<file path="src/rtl/flit_rx_assembler_pkg.sv">
// ---------------------------------------------------------------------------
// Package types
// Shared definitions for the flit receive assembler:
//   FLIT_BYTES_DEFAULT : default number of bytes per flit (last byte = checksum)
//   flit_t             : one assembled flit, byte 0 in the most significant byte
//   state_t            : assembler FSM states (IDLE, COLLECT, HOLD)
// ---------------------------------------------------------------------------
package types;

  localparam int FLIT_BYTES_DEFAULT = 8;

  typedef logic [8*FLIT_BYTES_DEFAULT-1:0] flit_t;

  typedef enum logic [1:0] {
    IDLE    = 2'd0,
    COLLECT = 2'd1,
    HOLD    = 2'd2
  } state_t;

endpackage

</file>
<file path="src/rtl/flit_checksum_xor.sv">
// ---------------------------------------------------------------------------
// flit_checksum_xor
// Combinational XOR of the payload bytes of a flit (bytes 0..FLIT_BYTES-2).
// Only instantiated when FLIT_RX_CHECKSUM_EN is defined.
// Ports:
//   i_payload : bytes 0..FLIT_BYTES-2, byte 0 in the most significant byte
//   o_xor     : XOR of all payload bytes
// ---------------------------------------------------------------------------
module flit_checksum_xor
  import types::*;
#(
  parameter int FLIT_BYTES = FLIT_BYTES_DEFAULT
) (
  input  logic [8*(FLIT_BYTES-1)-1:0] i_payload,
  output logic [7:0]                  o_xor
);

  always_comb begin
    o_xor = 8'h00;
    for (int i = 0; i < FLIT_BYTES - 1; i++) begin
      o_xor = o_xor ^ i_payload[8*(FLIT_BYTES-1-i)-1 -: 8];
    end
  end

endmodule

</file>
<file path="src/rtl/flit_rx_assembler.sv">
// ---------------------------------------------------------------------------
// flit_rx_assembler
// Collects a byte stream into FLIT_BYTES-byte flits (MSB first), optionally
// verifies the trailing XOR checksum, and holds each completed flit until the
// downstream controller accepts it. Partial flits that stall for
// TIMEOUT_CYCLES idle cycles are discarded.
//
// Build option: define FLIT_RX_CHECKSUM_EN to enable checksum checking.
// Without it every complete flit is delivered and checksum_error stays 0.
//
// Ports:
//   nocclk              : clock
//   rst                 : synchronous active-high reset
//   rx_byte             : incoming byte
//   rx_byte_valid       : incoming byte present
//   rx_byte_ready       : byte accepted when high together with valid
//   received_flit       : assembled flit (meaningful only while valid)
//   received_flit_valid : flit present
//   received_flit_ready : downstream accepts the flit
//   checksum_error      : one-cycle pulse, flit dropped on bad checksum
//   timeout_error       : one-cycle pulse, partial flit dropped on stall
//   drop_count          : saturating count of dropped flits
// ---------------------------------------------------------------------------
module flit_rx_assembler
  import types::*;
#(
  parameter int FLIT_BYTES     = FLIT_BYTES_DEFAULT,
  parameter int TIMEOUT_CYCLES = 255
) (
  input  logic       nocclk,
  input  logic       rst,
  input  logic [7:0] rx_byte,
  input  logic       rx_byte_valid,
  output logic       rx_byte_ready,
  output flit_t      received_flit,
  output logic       received_flit_valid,
  input  logic       received_flit_ready,
  output logic       checksum_error,
  output logic       timeout_error,
  output logic [7:0] drop_count
);

  localparam int IDX_W = $clog2(FLIT_BYTES);
  localparam int TO_W  = $clog2(TIMEOUT_CYCLES + 1);

  state_t                  r_state, w_state_next;
  logic [IDX_W-1:0]        r_idx, w_idx_next;
  logic [TO_W-1:0]         r_idle, w_idle_next;
  logic [8*FLIT_BYTES-1:0] r_asm, w_asm_next;
  flit_t                   r_flit, w_flit_next;
  logic                    r_ready, w_ready_next;
  logic                    r_cerr, w_cerr_next;
  logic                    r_terr, w_terr_next;
  logic [7:0]              r_drops, w_drops_next;
  logic                    w_accept;
  logic                    w_last;
  logic                    w_drop;
  logic                    w_cksum_ok;

`ifdef FLIT_RX_CHECKSUM_EN
  logic [7:0] w_xor;

  // Payload bytes are already in r_asm when the checksum byte arrives.
  flit_checksum_xor #(
    .FLIT_BYTES (FLIT_BYTES)
  ) u_checksum (
    .i_payload (r_asm[8*FLIT_BYTES-1:8]),
    .o_xor     (w_xor)
  );

  assign w_cksum_ok = (w_xor == rx_byte);
`else
  // Checksum always accepted; r_cerr therefore folds to a constant 0.
  assign w_cksum_ok = 1'b1;
`endif

  assign w_accept = rx_byte_valid && r_ready;
  assign w_last   = (r_idx == IDX_W'(FLIT_BYTES - 1));

  always_comb begin
    w_state_next = r_state;
    w_idx_next   = r_idx;
    w_idle_next  = r_idle;
    w_asm_next   = r_asm;
    w_flit_next  = r_flit;
    w_cerr_next  = 1'b0;
    w_terr_next  = 1'b0;
    w_drop       = 1'b0;

    case (r_state)
      IDLE: begin
        w_idx_next  = '0;
        w_idle_next = '0;
        if (w_accept) begin
          w_asm_next[8*FLIT_BYTES-1 -: 8] = rx_byte;
          w_idx_next   = IDX_W'(1);
          w_state_next = COLLECT;
        end
      end

      COLLECT: begin
        if (w_accept) begin
          // An accept always clears the idle counter, so it can never time out
          // in the same cycle.
          w_idle_next = '0;
          w_asm_next[8*(FLIT_BYTES-int'(r_idx))-1 -: 8] = rx_byte;
          if (w_last) begin
            w_idx_next = '0;
            if (w_cksum_ok) begin
              w_flit_next  = {r_asm[8*FLIT_BYTES-1:8], rx_byte};
              w_state_next = HOLD;
            end else begin
              w_cerr_next  = 1'b1;
              w_drop       = 1'b1;
              w_state_next = IDLE;
            end
          end else begin
            w_idx_next = r_idx + IDX_W'(1);
          end
        end else if (r_idle == TO_W'(TIMEOUT_CYCLES - 1)) begin
          // This idle cycle brings the count to TIMEOUT_CYCLES.
          w_terr_next  = 1'b1;
          w_drop       = 1'b1;
          w_idx_next   = '0;
          w_idle_next  = '0;
          w_state_next = IDLE;
        end else begin
          w_idle_next = r_idle + TO_W'(1);
        end
      end

      HOLD: begin
        if (received_flit_ready) begin
          w_state_next = IDLE;
        end
      end

      default: begin
        w_state_next = IDLE;
      end
    endcase

    // Registered so it is low during reset and never overlaps HOLD.
    w_ready_next = (w_state_next != HOLD);

    w_drops_next = r_drops;
    if (w_drop && (r_drops != 8'hFF)) begin
      w_drops_next = r_drops + 8'd1;
    end
  end

  always_ff @(posedge nocclk) begin
    if (rst) begin
      r_state <= IDLE;
      r_idx   <= '0;
      r_idle  <= '0;
      r_asm   <= '0;
      r_flit  <= '0;
      r_ready <= 1'b0;
      r_cerr  <= 1'b0;
      r_terr  <= 1'b0;
      r_drops <= 8'h00;
    end else begin
      r_state <= w_state_next;
      r_idx   <= w_idx_next;
      r_idle  <= w_idle_next;
      r_asm   <= w_asm_next;
      r_flit  <= w_flit_next;
      r_ready <= w_ready_next;
      r_cerr  <= w_cerr_next;
      r_terr  <= w_terr_next;
      r_drops <= w_drops_next;
    end
  end

  assign rx_byte_ready       = r_ready;
  assign received_flit       = r_flit;
  assign received_flit_valid = (r_state == HOLD);
  assign checksum_error      = r_cerr;
  assign timeout_error       = r_terr;
  assign drop_count          = r_drops;

endmodule

</file>
<file path="config.mk">
export PLATFORM = sky130hd
export DESIGN_NAME = flit_rx_assembler
export DESIGN_NICKNAME = d
export VERILOG_FILES = /design/src/rtl/flit_rx_assembler_pkg.sv /design/src/rtl/flit_checksum_xor.sv /design/src/rtl/flit_rx_assembler.sv
export SDC_FILE = /design/constraint.sdc
export NUM_CORES = 1
export LEC_CHECK = 0
export CAP_MARGIN = 20
export CORE_ASPECT_RATIO = 1.1
export CORE_MARGIN = 5
export CORE_UTILIZATION = 45
export DETAILED_ROUTE_END_ITERATION = 10
export GPL_TIMING_DRIVEN = 0
export PLACE_DENSITY = 0.74
export SYNTH_ARGS = -nofsm -noshare
export SYNTH_HDL_FRONTEND = slang
export SYNTH_SLANG_ARGS = --single-unit
</file>
<file path="constraint.sdc">
create_clock -name nocclk -period 3.8 [get_ports nocclk]
set_input_delay 0.76 -clock nocclk [delete_from_list [all_inputs] [get_ports nocclk]]
set_output_delay 0.76 -clock nocclk [all_outputs]
set_load 0.05 [all_outputs]
</file>
**Word-level counts from Yosys, hierarchy flattened**

Cells that the tools add are included.

- Input port bits: 12
- Register bits: 151
- Word-level logic and storage cells: 55
- Output and inout bits: 76

- Shift operators: 2
- Add/sub/neg operators: 6
- Multiplexer cells: 21
- Reductions and logical operators: 8
- Equality and inequality tests: 9

Operators with widths:

| cell | number |
|---|---|
| variable shift 8 x 33 -> 71 bit, first input constant | 1 |
| variable part select 8 x 33 -> 71 bit | 1 |
| bitwise mux 64 bit | 1 |
| two-way mux 64 bit | 1 |
| negation 9 -> 33 bit | 1 |
| case mux 8 bit (2 select lines) | 2 |
| two-way mux 8 bit | 3 |
| adder 8 x 1 -> 8 bit, second input constant | 2 |
| two-way mux 2 bit | 5 |
| two-way mux 3 bit | 3 |
| subtractor 8 x 2 -> 9 bit, second input constant | 1 |
| == test 8 bit, second input constant | 1 |
| inequality test 8 bit, second input constant | 1 |
| inequality test 2 bit, second input constant | 3 |
| case mux 2 bit (3 select lines) | 1 |
| case mux 3 bit (2 select lines) | 1 |
| AND reduction 3 bit | 2 |
| subtractor 4 x 3 -> 5 bit, first input constant | 1 |
| two-way mux 1 bit | 4 |
| AND reduction 2 bit | 2 |
| adder 3 x 1 -> 3 bit, second input constant | 1 |
| == test 3 bit, second input constant | 1 |
| inequality test 3 bit, second input constant | 1 |
| == test 2 x 1 -> 1 bit, second input constant | 1 |
| 4 further kinds | 5 |

**Depth between registers and ports, before layout**

Gate-level depths: netlist of run 1.

- Word-level depth: 7
- Gate-level depth with buffers: 8
- Depth with buffers taken out: 6

**Worst setup path before layout of run 1**

Ideal clock, no wire load.

- Path kind: register -> register
- Start: reg r_idx[0]
- End: reg r_asm[40]
- Clock period less this slack: 2.564 ns
- Cell stages (with the launch flop): 9
- Arrival: 2.436 ns
- Data required time: 3.672 ns
- Path buffers: 2
- Library setup time: 0.128 ns
- Setup slack: 1.236 ns
- Cells stage by stage: dfxtp_1 buf_6 inv_1 ha_1 or4b_4 buf_6 a2111oi_4 mux2i_1 nor2_1

- Longest elaborated chain between the ends: 5
- Elaborated cells on any way between the ends: 6
- Classes of those cells: 3 x add/sub; 2 x shift; 1 x mux

Ends and longest elaborated chain:

| what | RTL line | RTL |
|---|---|---|
| start: declaration | flit_rx_assembler.sv:47 | `logic [IDX_W-1:0] r_idx, w_idx_next;` |
| start signal: assignment | flit_rx_assembler.sv:165 | `r_idx <= w_idx_next;` |
| subtractor 4 x 3 -> 5 bit (*) | flit_rx_assembler.sv:106 | `w_asm_next[8*(FLIT_BYTES-int'(r_idx))-1 -: 8] = rx_byte;` |
| subtractor 8 x 2 -> 9 bit (*) | flit_rx_assembler.sv:106 |  |
| negation 9 -> 33 bit (*) | flit_rx_assembler.sv:106 |  |
| variable part select 8 x 33 -> 71 bit / variable shift 8 x 33 -> 71 bit (equally long branches) | flit_rx_assembler.sv:106 |  |
| bitwise mux 64 bit (*) | flit_rx_assembler.sv:106 |  |
| end signal: assignment | flit_rx_assembler.sv:167 | `r_asm <= w_asm_next;` |
| end: declaration | flit_rx_assembler.sv:49 | `logic [8*FLIT_BYTES-1:0] r_asm, w_asm_next;` |

Every way passes the cells marked *; elsewhere a longest branch is shown, timed or not.
A chain may end at the register's enable or synchronous reset.

**Worst setup path in the final report of run 1**

- Start: in rx_byte_valid
- End: reg r_flit[47], in the netlist received_flit[47]

- Longest elaborated chain between the ends: 2

Ends and longest elaborated chain:

| what | RTL line | RTL |
|---|---|---|
| start: declaration | flit_rx_assembler.sv:33 | `input logic rx_byte_valid,` |
| logical AND 1 bit | flit_rx_assembler.sv:77 | `assign w_accept = rx_byte_valid && r_ready;` |
| AND reduction 3 bit (no source line) | n/a |  |
| end signal: assignment | flit_rx_assembler.sv:168 | `r_flit <= w_flit_next;` |
| end: declaration | flit_rx_assembler.sv:50 | `flit_t r_flit, w_flit_next;` |

Every way passes these cells.

==> results of run 1 <==
-- layout by cell type, fill, tap and decap left out, types with 4 or more instances in the layout --
cell               n
nand2_1          168
dfxtp_1          143
a21oi_1          112
clkdlybuf4s50_1   85
clkbuf_1          38
nand3_1           38
nor2_1            34
mux2i_1           21
clkbuf_16         17
and2_1            10
and3_1            10
inv_1              9
ha_1               9
nand4_1            8
o2111ai_1          8
o21ai_0            7
or4_1              6
bufinv_16          6
nor2b_1            5
nor3_1             5
o31ai_1            5
buf_1              4
xnor2_1            4
-- worst register-to-register path, cell delays in order (launching register included) --
cell	delay, ns
dfxtp_1	0.37
buf_6	0.15
inv_1	0.09
ha_1	0.40
or4b_4	0.51
buf_6	0.16
a2111oi_4	0.69
mux2i_1	0.29
nor2_1	0.05
-- cell families (layout without fill, tap and decap cells) --
logic type	count (synthesis)	count (layout)
multiplexers	22	22
buffers and inverters	52	169
XOR/XNOR	7	7
flip-flops	143	143
other	1	1
AO/OA/AOI/OAI	148	148
adder cells (fa/ha/maj)	9	9
AND/OR/NAND/NOR	299	299
-- path summary, 6_finish.rpt --
path | start | endpoint | slack (ns) | cells past startpoint
hold / removal | r_asm[36] | r_asm[36] | 0.45 | 2
setup / recovery | rx_byte_valid | received_flit[47] | 0.93 | 8
hold reg to reg | r_asm[36] | r_asm[36] | 0.45 | 2
setup reg to reg | r_idx[0] | r_asm[44] | 0.97 | 8
-- power breakdown --
group,total [mW],internal (mW),leakage (nW),switching (mW)
clock,1.87,1.27,0.328,0.608
sequential,1.51,1.51,1.15,0.00544
combinational,0.121,0.0353,1.03,0.0855
-- area by class of cell --
cell class                      count  area, µm²
Fill cell                        1099       5100
Sequential cell                   143       2860
Multi-Input combinational cell    486       2640
Timing Repair Buffer               85        851
Clock buffer                       22        464
Clock inverter                     10        208
Tap cell                          157        196
Buffer                             42        176
Inverter                           10       37.5
-- per-layer routing --
| layer | share of wire, % | routed length [µm] | track usage [%] |
|---|---|---|---|
| met1 | 41 | 6100 | 24.3 |
| met2 | 49 | 7410 | 35.0 |
| met3 | 8.1 | 1220 | 5.12 |
| met4 | 2.0 | 294 | 7.42 |
| met5 | 0 | 0 | 0 |
-- flip-flops by register name, summed over array words and instances, names as in the netlist --
signal         flops
timeout_error      1
r_idx              3
r_asm             56
r_state            2
rx_byte_ready      1
r_idle             8
drop_count         8
received_flit     64
-- per-stage QoR --
step | setup WS (ns) | power (mW) | hold slack [ns] | instances | utilization, %
2_1_floorplan | 1.24 | 1.61 | 0.431 | 681 | -
3_3_place_gp | 0.559 | 1.66 | 0.439 | 923 | 54.0
3_5_place_dp | 0.522 | 1.66 | 0.445 | 923 | 54.0
4_1_cts | 0.937 | 3.52 | 0.453 | 955 | 59.3
5_1_grt | 0.722 | 3.62 | 0.465 | 955 | 59.3
6_report | 0.931 | 3.51 | 0.451 | 955 | 59.3
==> results.cfg, run 1 <==
[route]
dr.pass1.iters = 6
finalWirelength_mm = 15.0
drtAntennaViolNets = 0
vias = 5165
post-route-drc-count = 0
drt_iter0_drc = 390
wl_per_cell_um = 15.7
viasPerCell = 5.41

[die]
core_area_mm2 = 0.0125
initial_core_util_pct = 45.6
dieArea_mm2 = 0.0151
ios = 88
die_w_um = 118
row_count = 43
die_h_um = 128

[synth]
ys_seq_area_share_pct = 50.0
synth.net_count = 702
synth_top_area_share_pct = 50.0
yosysTopAreaCell = dfxtp_1
synthSimpleGateAreaFrac_pct = 23.4
syn_avg_cell_area_um2 = 8.40
synthArstFlopShare_pct = 0
synth_fa_ha_area_share_pct = 1.97
yosysWarnings = 0
synth_compound_area_share_pct = 15.8
synth_top_family_by_area = simple AND/OR/NAND/NOR gates
synthXorXnorAreaFrac_pct = 1.07
synth-seq-cells = 143
synth_ff_type = dfxtp_1
synth_cells = 681
synth.area.top_cells = dfxtp_1 (50%), nand2_1 (11%), a21oi_1 (9.8%), mux2i_1 (3.7%), nand3_1 (3.3%)
synthMuxAreaShare_pct = 3.87
synth_edf_count = 0
synth_most_common_cell = nand2_1
syn-cell-area_mm2 = 0.00572
synth_common_cells = nand2_1 (168), dfxtp_1 (143), a21oi_1 (112)
synth_cell_type_count = 45

[global_route]
gr-total-overflow = 0
grt_max_degree = 17
antenna_found_initial = 0
grt_pass1_vias = 5051
grt_pass1_wl_mm = 25.0
grt_use_total_pct = 20.2

[timing]
min_period_over_period_pct = 75.5
max-slew-margin-rel_pct = 25.2
finalSetupTns_ns = 0
period_minus_slack_ns = 2.87
setup_violations = 0
clock_skew_ns = 0.00632
tightest_slew_ns = 1.11
max_clock_freq_mhz = 349
slew_viol_final = 0
rsz0062_at_grt = false
final_hold_viol_count = 0

[critical_path]
path_cells = clkdlybuf4s50_1 > and4b_1 > clkbuf_1 > and2_1 > clkbuf_1 > clkbuf_1 > nand2_1 > a21oi_1
arrival_ns = 3.21
crit_top_cell = clkbuf_1
setup.worst_path.start_class = primary input
path_buf_inv = 4
required_ns = 4.14
critPathTopFamily = buffers and inverters
critical_path_class = primary input to register
crit_fanout = 10
max_stage_delay_ns = 0.53
cpMaxStageDelayCell = clkdlybuf4s50_1
end_kind = register

[placed_design]
gp_congestion = 0.883
place_area_mm2 = 0.00677
numPortBuffers = 85
dp_hpwl_mm = 10.9

[clock_tree]
clock_insertion_delay_worst_skew_ns = 0.41
cts_resized = 0
cts_tree = built
root_buffer = clkbuf_16
cts_made_buffers = 17
cts.hold.buffers_added = 0
h-tree-depth = 4
cts_setup_buffers = 0
cts_buffer_depth = 2
clk_pin_slew_worst_paths_ns = 0.06
cts_num_sinks = 143

[pwr]
powerDensity_mw_per_mm2 = 471
leakage_nw = 2.51
max-vdd-ir-drop_mv = 0.244

[outcome]
run_status = completed

[finish]
fin_nets = 806
antennaDiodeCount = 0
design_area_mm2 = 0.00744
area_delta_synth_final_pct = 30.1
final_layout_size_suffix_gt1_share_pct = 4.76

[worst_hold_path]
hold_path.class = register to register

[run]
cap_violations = 0
Note: power is estimated with default switching activity, not from simulation.
==> inputs of run 2 (changes only) <==
Settings changed: PLACE_DENSITY 0.74 to 0.76.
Clock period 3.8 ns to 2.5 ns, I/O delays scaled along.
==> run 2 against run 1 <==
  * Final cell count up 0.42%
  * Non-clock buffer count up 4
  * Clock skew about the same
  * Global-route usage down 0.55 points
  * Critical endpoint is now r_asm[44]
  * Largest power group unchanged
==> results.cfg, run 2 (synthesis results as in run 1) <==
[outcome]
run_status = completed

[finish]
ff_latch_area_mm2 = 0.00287
area_delta_synth_final_pct = 30.2
antennaDiodeCount = 0
design_area_mm2 = 0.00745
nFillCells = 1092
final_layout_size_suffix_gt1_share_pct = 6.61
mostFrequentLayoutCell = nand2_1
fin_nets = 810
multi_input_area_mm2 = 0.00267
largest_reg_flops = 64
final_cell_mix = nand2_1 (168), dfxtp_1 (141), a21oi_1 (111), clkdlybuf4s50_1 (84), nand3_1 (38)

[die]
core_area_mm2 = 0.0125
ios = 88
die_h_um = 128
row_count = 43
dieArea_mm2 = 0.0151
die_w_um = 118
initial_core_util_pct = 45.6

[timing]
setup_violations = 0
clock_skew_ns = 0.00659
period_minus_slack_ns = 2.41
tightest_slew_ns = 0.865
max_clock_freq_mhz = 415
max-slew-margin-rel_pct = 42.2
whs_ns = 0.454
min_period_over_period_pct = 96.3
slew_viol_final = 0
finalSetupTns_ns = 0
final_hold_viol_count = 0

[critical_path]
critical_path_class = register to register
end_kind = register
arrival_ns = 2.69
required_ns = 2.78
setup.worst_path.start_class = register
crit_fanout = 8

[clock_tree]
h-tree-depth = 4
cts_tree = built
clock_insertion_delay_worst_skew_ns = 0.41
cts_made_buffers = 17
cts_num_sinks = 143
root_buffer = clkbuf_16
cts.hold.buffers_added = 0
cts_buffer_depth = 2
clk_pin_slew_worst_paths_ns = 0.06

[run]
cap_violations = 0

[route]
viasPerCell = 5.46
drt_iter0_drc = 354
finalWirelength_mm = 15.2
dr.pass1.iters = 5
wl_per_cell_um = 15.8
post-route-drc-count = 0
vias = 5239
drtAntennaViolNets = 0

[global_route]
gr-total-overflow = 0
grt_pass1_vias = 5047
antenna_found_initial = 0
grt_pass1_wl_mm = 24.5
grt_use_total_pct = 19.7
grt_max_degree = 17

[placed_design]
numPortBuffers = 85
place_area_mm2 = 0.00678
gp_congestion = 0.879
dp_hpwl_mm = 10.8

[pwr]
max-vdd-ir-drop_mv = 0.350
powerDensity_mw_per_mm2 = 670
p_total_mw = 4.99
leakage_nw = 2.52

[worst_hold_path]
hold_path.class = register to register
==> run 2: cell types whose count changed in the layout (fill, tap and decap cells not counted), sizes merged <==
cell / change
clkbuf: +1
clkinv: -1
dlymetal6s2s: +1
clkdlybuf4s50: -1
clkinvlp: +3
buf: +5
bufinv: -4
==> run 2: final cells by class <==
| class | count | area share (%) |
|---|---|---|
| inverter | 10 | 0.538 |
| tap | 157 | 2.64 |
| sequential | 143 | 38.5 |
| clock buffer | 24 | 6.60 |
| timing repair buffer | 91 | 12.2 |
| multi-input combinational | 486 | 35.9 |
| buffer | 40 | 2.18 |
| clock inverter | 8 | 1.41 |
==> run 2: final timing paths <==
| check | from | to | slack (ns) | cells past startpoint |
|---|---|---|---|---|
| worst min-delay path | received_flit[42] | received_flit[42] | 0.45 | 2 |
| worst min register to register | received_flit[42] | received_flit[42] | 0.45 | 2 |
| worst max-delay path | r_idx[0] | r_asm[44] | 0.09 | 8 |
| worst max register to register | r_idx[0] | r_asm[44] | 0.09 | 8 |
==> run 2: worst max-delay path, cell delays in order, from the launching register on <==
cell,delay [ns]
dfxtp_2,0.33
buf_6,0.12
inv_4,0.08
ha_4,0.22
or4b_4,0.63
a2111oi_4,0.45
buf_12,0.19
mux2i_1,0.19
nor2_1,0.06
==> run 2: timing repair <==
item,4_1_cts,5_1_grt
gates cloned,0,0
setup endpoints to repair,19,87
pin swaps,1,4
hold endpoints to repair,0,0
setup buffers,1,5
gates resized for setup,1,10
==> run 2: metrics by stage <==
step	setup slack [ns]	instances	utilization (%)
after floorplan	0.0164	681	-
after CTS	0.0102	955	59.1
after global placement	-0.449	923	54.1
after detailed placement	-0.449	923	54.1
after global routing	-0.00371	959	59.4
final	0.0930	959	59.4
==> run 2: metal layers <==
layer  part of all wire (%)  track usage, %
met1                     41            23.4
met2                     49            34.4
met3                    7.3            5.21
met4                    2.4            6.75
met5                      0               0
==> run 2: where the power goes <==
part / leakage (nW) / internal, mW / switching (mW)
Clock: 0.283 / 1.58 / 0.926
Sequential: 1.15 / 2.29 / 0.00849
Combinational: 1.08 / 0.0569 / 0.133
Total: 2.52 / 3.92 / 1.07
==> inputs of run 3 (changes only) <==
Settings changed: CORE_UTILIZATION 45 to 40, PLACE_DENSITY 0.76 to 0.7, SETUP_SLACK_MARGIN from default to 0.4, SLEW_MARGIN from default to 20.
==> run 3 against run 2 <==
  * Combinational power increased by 10%
  * Clock skew increased by 0.0055 ns
  * Clock power decreased by 3%
  * Utilization decreased by 4.2 points
  * Critical path type unchanged
  * Sequential share of layout area decreased by 1.1 points
  * Global-route usage decreased by 1.1 points
  * Final cell count increased by 4.1%
  * Setup slack improved by 0.12 ns
  * Count of clock-buffer cells in the layout increased by 2
  * Hold slack got worse by 0.0044 ns
==> results.cfg, run 3 (synthesis results as in run 1) <==
[placed_design]
gp_congestion = 0.861
dp_hpwl_mm = 10.5
pre_cts_ws_ns = -0.503
numPortBuffers = 85

[finish]
antennaDiodeCount = 0
final_layout_size_suffix_gt1_share_pct = 11.0
fin_nets = 819
area_delta_synth_final_pct = 34.3
mostFrequentLayoutCell = nand2_1
post-route-util_pct = 55.2
final_cell_mix = nand2_1 (167), dfxtp_1 (139), a21oi_1 (108), clkdlybuf4s50_1 (39), nor2_1 (34)
largest_reg_flops = 64
nFillCells = 1302

[die]
initial_core_util_pct = 41.1
row_count = 45
ios = 88
dieArea_mm2 = 0.0168
die_w_um = 124
die_h_um = 135
core_area_mm2 = 0.0139

[timing]
max_clock_freq_mhz = 437
tightest_slew_ns = 0.699
setup_violations = 0
period_minus_slack_ns = 2.29
clock_skew_ns = 0.0121
rsz0062_at_grt = true
slew_viol_final = 0
max-slew-margin-rel_pct = 52.9
finalSetupTns_ns = 0
min_period_over_period_pct = 91.6
finalWorstSetupSlack_ns = 0.210
final_hold_viol_count = 0

[route]
viasPerCell = 5.18
wl_per_cell_um = 15.4
drt_iter0_drc = 274
vias = 5172
finalWirelength_mm = 15.3
drtAntennaViolNets = 0
dr.pass1.iters = 5
post-route-drc-count = 0

[critical_path]
required_ns = 2.78
end_kind = register
setup.worst_path.start_class = register
worstSetupEndpoint = r_asm[42]
r2r-end = r_asm[42]
crit_fanout = 8
reg2reg_depth = 9
worstSetupStartpoint = r_idx[0]
r2r_slack_ns = 0.21
critical_path_class = register to register
r2r-start = r_idx[0]
arrival_ns = 2.57

[global_route]
gr-total-overflow = 0
grt_pass1_vias = 4893
grt_use_met3_pct = 5.93
grt_pass1_wl_mm = 24.4
grt_max_degree = 17
globalRoute.busiestLayer = met2
grt_use_met2_pct = 30.1
antenna_found_initial = 0
grt_use_total_pct = 18.6
grt_use_met1_pct = 23.1

[outcome]
run_status = completed

[clock_tree]
cts.hold.buffers_added = 0
clock_insertion_delay_worst_skew_ns = 0.42
h-tree-depth = 4
cts_num_sinks = 143
clk_pin_slew_worst_paths_ns = 0.06
cts_tree = built
cts_made_buffers = 17
cts_buffer_depth = 2
root_buffer = clkbuf_16

[pwr]
powerDensity_mw_per_mm2 = 642
max-vdd-ir-drop_mv = 0.418
leakage_nw = 3.18

[worst_hold_path]
holdCritStartpoint = received_flit[30]
hold_path.class = register to register

[run]
cap_violations = 0
==> run 3: power by group <==
part	switching, mW	internal, mW
sequential	0.00790	2.29
clock	0.913	1.52
combinational	0.141	0.0669
==> run 3: how the worst min path moves through the flow <==
stage / to / cells past startpoint
6_report: received_flit[30] / 2
5_1_grt: r_asm[25] / 2
4_1_cts: r_asm[25] / 2
3_5_place_dp: r_asm[35] / 2
3_3_place_gp: r_asm[19] / 2
2_1_floorplan: received_flit[20] / 2
==> run 3: final cells by class <==
class | count | area, µm² | share of cell area, %
clock buffer | 26 | 519 | 6.76
inverter | 10 | 45.0 | 0.586
timing repair buffer | 98 | 1010 | 13.1
clock inverter | 5 | 52.6 | 0.684
buffer | 42 | 215 | 2.80
sequential | 143 | 2870 | 37.4
tap | 188 | 235 | 3.06
multi-input combinational | 486 | 2730 | 35.6
==> run 3: metal layers <==
layer / up-vias / wire length, µm
li1: 2584 / -
met1: 2428 / 6660
met2: 136 / 7370
met3: 24 / 1010
met4: 0 / 290
met5: - / 0
==> run 3: critical path, cell delays in order (launching register included) <==
cell       delay, ns
dfxtp_2         0.33
buf_6           0.12
inv_8           0.04
ha_4            0.22
or4b_4          0.49
buf_8           0.16
a2111oi_4       0.35
buf_12          0.19
mux2i_1         0.19
nor2_1          0.06
==> run 3: stage by stage <==
step	power, mW	std cells	hold WS [ns]	cell area, µm²
2_1_floorplan	2.46	681	0.431	5750
3_3_place_gp	2.53	954	0.439	6840
3_5_place_dp	2.53	954	0.445	6840
4_1_cts	4.96	994	0.451	7540
5_1_grt	5.07	998	0.460	7680
6_report	4.93	998	0.449	7680
==> run 3: repair_timing <==
item,4_1_cts,5_1_grt
cloned,0,0
setup endpoints to repair,118,137
gates resized for setup,45,57
pin swaps,23,13
setup buffers,9,4
